File: config.mk
export PLATFORM = sky130hd
export DESIGN_NAME = metronome_arm_sequencer
export DESIGN_NICKNAME = d
export VERILOG_FILES = /design/src/rtl/metronome_arm_sequencer.sv
export SDC_FILE = /design/constraint.sdc
export NUM_CORES = 1
export LEC_CHECK = 0
export ABC_CLOCK_PERIOD_IN_PS = 7600
export CAP_MARGIN = 15
export CORE_ASPECT_RATIO = 0.75
export CORE_MARGIN = 2
export CORE_UTILIZATION = 35
export CTS_BUF_LIST = sky130_fd_sc_hd__clkbuf_2
export DETAILED_ROUTE_END_ITERATION = 7
export GPL_TIMING_DRIVEN = 0
export SYNTH_ARGS = -nofsm -noshare
export SYNTH_HDL_FRONTEND = slang
export SYNTH_SLANG_ARGS = --single-unit
File: constraint.sdc
create_clock -name clk -period 7.6 [get_ports clk]
set_clock_uncertainty 0.2 [all_clocks]
set_input_delay 1.9 -clock clk [delete_from_list [all_inputs] [get_ports clk]]
set_output_delay 1.9 -clock clk [all_outputs]
set_load 0.03 [all_outputs]
File: src/rtl/metronome_arm_sequencer.sv
// Ping-pong sweep sequencer for an arm-animation ROM: steps the ROM address up and down at a
// programmable rate, pulses a beat at each endpoint and captures each new frame word.
module metronome_arm_sequencer #(
  parameter int unsigned DATA_WIDTH = 19,
  parameter int unsigned ADDR_WIDTH = 7,
  parameter int unsigned FRAMES     = 128
) (
  input  logic                  clk,
  input  logic                  reset,
  input  logic                  run,
  input  logic [23:0]           step_period,
  output logic [ADDR_WIDTH-1:0] rom_addr,
  input  logic [DATA_WIDTH-1:0] rom_q,
  output logic [DATA_WIDTH-1:0] frame_data,
  output logic                  frame_valid,
  output logic                  beat,
  output logic                  dir,
  output logic [7:0]            beat_count
);

  typedef enum logic [1:0] {StIdle, StSweepUp, StSweepDown} state_e;

  localparam logic [ADDR_WIDTH-1:0] LastAddr = ADDR_WIDTH'(FRAMES - 1);

  state_e                  state_q, state_d;
  logic [ADDR_WIDTH-1:0]   addr_q, addr_d;
  logic                    dir_q, dir_d;
  logic [23:0]             cnt_q, cnt_d;
  logic [1:0]              pipe_q, pipe_d;
  logic [DATA_WIDTH-1:0]   frame_q, frame_d;
  logic                    valid_q, valid_d;
  logic                    beat_q, beat_d;
  logic [7:0]              beats_q, beats_d;

  logic [23:0]             period_m1;
  logic [ADDR_WIDTH-1:0]   addr_inc, addr_dec;
  logic                    sweeping, step, hit_top, hit_bottom;

  // A period of zero behaves like a period of one: a step every cycle.
  assign period_m1  = (step_period == 24'd0) ? 24'd0 : step_period - 24'd1;
  assign sweeping   = (state_q != StIdle) && run;
  // >= rather than == so that shrinking step_period mid-count still yields a prompt step.
  assign step       = sweeping && (cnt_q >= period_m1);
  assign addr_inc   = addr_q + 1'b1;
  assign addr_dec   = addr_q - 1'b1;
  assign hit_top    = (state_q == StSweepUp) && (addr_inc == LastAddr);
  assign hit_bottom = (state_q == StSweepDown) && (addr_dec == '0);

  always_ff @(posedge clk) begin
    if (reset) begin
      state_q <= StIdle;
    end else begin
      state_q <= state_d;
    end
  end

  always_comb begin
    state_d = state_q;
    unique case (state_q)
      StIdle: begin
        if (run) state_d = dir_q ? StSweepUp : StSweepDown;
      end
      StSweepUp: begin
        if (!run) begin
          state_d = StIdle;
        end else if (step && hit_top) begin
          state_d = StSweepDown;
        end
      end
      StSweepDown: begin
        if (!run) begin
          state_d = StIdle;
        end else if (step && hit_bottom) begin
          state_d = StSweepUp;
        end
      end
      default: state_d = StIdle;
    endcase
  end

  always_comb begin
    addr_d  = addr_q;
    dir_d   = dir_q;
    cnt_d   = cnt_q;
    beat_d  = 1'b0;
    beats_d = beats_q;
    if (sweeping) begin
      cnt_d = step ? 24'd0 : cnt_q + 24'd1;
    end
    if (step) begin
      if (state_q == StSweepUp) begin
        addr_d = addr_inc;
        if (hit_top) begin
          beat_d  = 1'b1;
          beats_d = beats_q + 8'd1;
          dir_d   = 1'b0;
        end
      end else begin
        addr_d = addr_dec;
        if (hit_bottom) begin
          beat_d  = 1'b1;
          beats_d = beats_q + 8'd1;
          dir_d   = 1'b1;
        end
      end
    end
    // Two stages cover the address register plus the ROM's own output register.
    pipe_d  = {pipe_q[0], step};
    valid_d = pipe_q[1];
    frame_d = pipe_q[1] ? rom_q : frame_q;
  end

  always_ff @(posedge clk) begin
    if (reset) begin
      addr_q  <= '0;
      dir_q   <= 1'b1;
      cnt_q   <= 24'd0;
      pipe_q  <= 2'b00;
      frame_q <= '0;
      valid_q <= 1'b0;
      beat_q  <= 1'b0;
      beats_q <= 8'd0;
    end else begin
      addr_q  <= addr_d;
      dir_q   <= dir_d;
      cnt_q   <= cnt_d;
      pipe_q  <= pipe_d;
      frame_q <= frame_d;
      valid_q <= valid_d;
      beat_q  <= beat_d;
      beats_q <= beats_d;
    end
  end

  assign rom_addr    = addr_q;
  assign dir         = dir_q;
  assign frame_data  = frame_q;
  assign frame_valid = valid_q;
  assign beat        = beat_q;
  assign beat_count  = beats_q;

endmodule

==> results.rst <==
.. list-table::
   :header-rows: 1

   * - Metric
     - Value
   * - Worst setup margin
     - 1.01 ns
   * - Hold Violations, Final
     - 0
   * - Total negative slack for setup checks
     - 0 ns
   * - Share of total power in combinational logic
     - 11.4%
   * - Number of detailed-routing iterations run before antenna repair
     - 5
   * - Residual overflow from global routing
     - 0
   * - Clock-pin slew of the registers on the worst-case setup and hold paths
     - 0.18 ns
   * - Proportion of power drawn by flip-flops and latches
     - between 50% and 60%
   * - Area used by multi-input combinational logic
     - 2540 µm²
   * - Number of hold buffers added after CTS
     - 0
   * - Max Freq
     - 0.152 GHz
   * - Post-layout nets
     - 653
   * - Req. time, crit path
     - about 8 ns
   * - Worst-path fanout max
     - 10
   * - Outcome
     - completed
   * - Most frequent cells in the layout
     - clkdlybuf4s50_1, nor2_1, dfxtp_1, nand2_1, ha_1
   * - Yosys cell types
     - between 50 and 60
   * - Number of DRC markers after the initial detailed-route iteration
     - 172
   * - Class of the worst hold path
     - reg2reg
   * - #FFs+latches synth
     - 65
   * - Die Area
     - roughly 12000 µm²
   * - IO Count
     - 83
   * - Dominant register cell in the synthesized netlist
     - dfxtp_1
   * - Effective utilization at floorplan
     - 36.1%
   * - Most common cell after layout, fill and taps aside
     - clkdlybuf4s50_1
   * - Number of global-route vias before repair
     - between 3000 and 4000
   * - Final critical path time including I/O delays and setup
     - between 6 and 7 ns
   * - Layout cell share with drive strength beyond 1
     - 3.63%
   * - Weighted congestion at the end of routability-driven global placement
     - 0.862
   * - Total of endpoints with negative setup slack in the final report
     - 0
   * - Post-detailed-placement cell area
     - 4940 µm²
   * - Synthesized area per cell
     - 8.19 µm²
   * - WL per Instance
     - 13.2 µm
   * - Wire length of the first global-routing pass
     - 15600 µm
   * - Arrival time worst endpoint
     - about 6.8 ns
   * - Routed Antenna Nets
     - 0
   * - Dpl cells
     - 704
   * - Cell internal pwr
     - 416 µW
   * - Buffer count from post-CTS setup fixing
     - 0
   * - Worst-case headroom to the max-slew limit
     - 52.7%
   * - Die width
     - 127 µm
   * - Via count
     - ~3600
   * - FFs w/ async S/R, synth
     - 0%
   * - Port bufs
     - approximately 80
   * - Slew Viols, Final
     - 0
   * - Antenna violations before repair
     - 0
   * - EDFF count, synth
     - 0
   * - Die span in y
     - ~96 µm
   * - Worst Setup End Kind
     - flip-flop
   * - Count of yosys warnings during synthesis
     - 0
   * - Reported max-cap violation count
     - 0
   * - Worst setup SP type
     - input port
   * - Layout Cell Area excl Fill
     - 5020 µm²
   * - Pwr/cell area
     - 115 nW/µm²
   * - Crit share post-route
     - between 80 and 90%
   * - Clock share of power
     - 29.1%
   * - RSZ-0062 raised after global routing
     - false
   * - CTS tree
     - done
   * - Reg area
     - 1300 µm²
   * - Layout overhead on the synthesized area
     - 27.3%
   * - Worst Max-Slew Pin Slew
     - approximately 0.71 ns
   * - CTS root buf
     - clkbuf_2
   * - Non-filler instance count after layout
     - a little over 700
   * - Maximum number of pins on one net before global-route repair
     - 13
   * - Post-Route WL
     - 9480 µm
   * - Number of clock sinks seen by CTS
     - 65
   * - Clock Path Buffers
     - 2
   * - Setup slack after placement
     - 0.470 ns
   * - Maximum vdd drop
     - 54.6 µV
   * - Number of clock buffers inserted by TritonCTS
     - 9
   * - Critical Setup Path Class
     - in2reg
   * - Syn nets
     - 560
   * - P_leak
     - between 0.0015 and 0.002 µW
   * - Total half-perimeter wirelength after legalization and detailed placement
     - 7510 µm
   * - Global-route usage over all layers
     - 16.0%
   * - Hold Worst Slack
     - 0.263 ns
   * - H-tree Lvls
     - 3
   * - Drc violations
     - 0
   * - Netlist area before placement
     - roughly 3900 µm²
   * - Placement Rows
     - 33
   * - Number of vias per cell after detailed routing
     - roughly 5.0
   * - Switching power of the nets
     - 160 µW
   * - Cells after synthesis
     - slightly below 500
   * - Quantity of gates resized following cts
     - 0
   * - Standard cell core area
     - 10900 µm²
   * - Clk_lat worst skew
     - between 0.5 and 0.6 ns
   * - Switching share of power
     - 27.8%
   * - Sequential share of the synthesized area
     - 33.0%
   * - Antenna fix cells
     - 0
   * - Total of fill cells in the finished design
     - 1097
==> Yosys cell counts, drive strengths merged, types with 2 or more instances <==
| cell type | count | area, µm² |
|---|---|---|
| ha | 32 | 400 |
| o21a | 2 | 15.0 |
| o21ai | 19 | 98.8 |
| nor2b | 14 | 87.6 |
| mux2 | 5 | 56.3 |
| xor2 | 29 | 254 |
| nor3 | 22 | 115 |
| clkbuf | 12 | 45.0 |
| o31ai | 5 | 37.5 |
| nor2 | 65 | 244 |
| and2 | 3 | 18.8 |
| a211oi | 3 | 22.5 |
| or4 | 8 | 60.1 |
| nand2b | 3 | 18.8 |
| buf | 6 | 26.3 |
| and4 | 3 | 26.3 |
| nand2 | 51 | 194 |
| nand4 | 9 | 56.3 |
| dfxtp | 65 | 1300 |
| o41ai | 2 | 17.5 |
| mux2i | 21 | 210 |
| and3 | 2 | 12.5 |
| nand3b | 4 | 30.0 |
| inv | 10 | 37.5 |
| nand3 | 18 | 90.1 |
| a21oi | 27 | 139 |
| or3 | 10 | 62.6 |
| nor4 | 4 | 31.3 |
| xnor2 | 11 | 96.3 |
==> routing by layer <==
layer	up-vias	global-route usage (%)	share of wire, %
li1	1884	-	-
met1	1618	22.5	52
met2	84	24.1	41
met3	9	3.89	5.5
met4	0	4.85	1.4
met5	-	0	0
==> registers in the layout (all words and copies together) (netlist names) <==
name	cells
cnt_q	24
beat	1
rom_addr	7
beat_count	8
frame_valid	1
state_q	2
dir	1
pipe_q	2
frame_data	19
==> cell families after synthesis <==
family,synth area share (%)
adders and majority gates,10.1
AOI/OAI and AO/OA,10.9
buffers and inverters,2.76
muxes,6.75
xor gates and xnor gates,8.88
and+or+nand+nor,27.6
DFF,33.0
==> metrics by stage <==
stage	power (µW)	utilization, %
5_1_grt	604	45.9
4_1_cts	584	45.9
3_5_place_dp	415	45.2
3_3_place_gp	414	45.2
6_report	575	45.9
2_1_floorplan	378	-
==> power groups by stage <==
stage	clock network [µW]	registers, µW	logic, µW
after floorplan	0	349	29.1
after global placement	0	349	64.9
after detailed placement	0	349	66.0
after CTS	175	342	66.5
after global routing	188	343	73.4
final	167	342	65.8
==> critical path, cell delays in order <==
cell and delay (ns):
clkdlybuf4s50_1 0.47, or4_1 0.59, nor3_1 0.28, nand3_1 0.19
or3_1 0.44, nor3_1 0.24, xor2_1 0.17, nand2_1 0.10
ha_1 0.34, nand4_1 0.14, nor4_1 0.43, nand2_1 0.09
o21ai_1 0.25, nor2_1 0.19, clkbuf_1 0.27, o21bai_1 0.23
clkbuf_1 0.39, nor2_1 0.09
==> final timing paths <==
path                         from        end  slack [ns]  cells after the start
setup reg to reg        cnt_q[21]   cnt_q[7]        4.52                     10
hold reg to reg         pipe_q[0]  pipe_q[1]        0.26                      1
hold / removal          pipe_q[0]  pipe_q[1]        0.26                      1
setup / recovery  step_period[10]   cnt_q[7]        1.01                     18
==> layout make-up <==
cell class,count,area share (%)
multi-input cells,389,50.5
clock inverters,6,0.722
repair buffers,82,16.3
clock buffers,9,0.897
plain buffers,18,1.42
flip-flops and latches,65,25.9
inverters,10,0.747
well taps,140,3.49
Power figures use the tool's default switching activity.
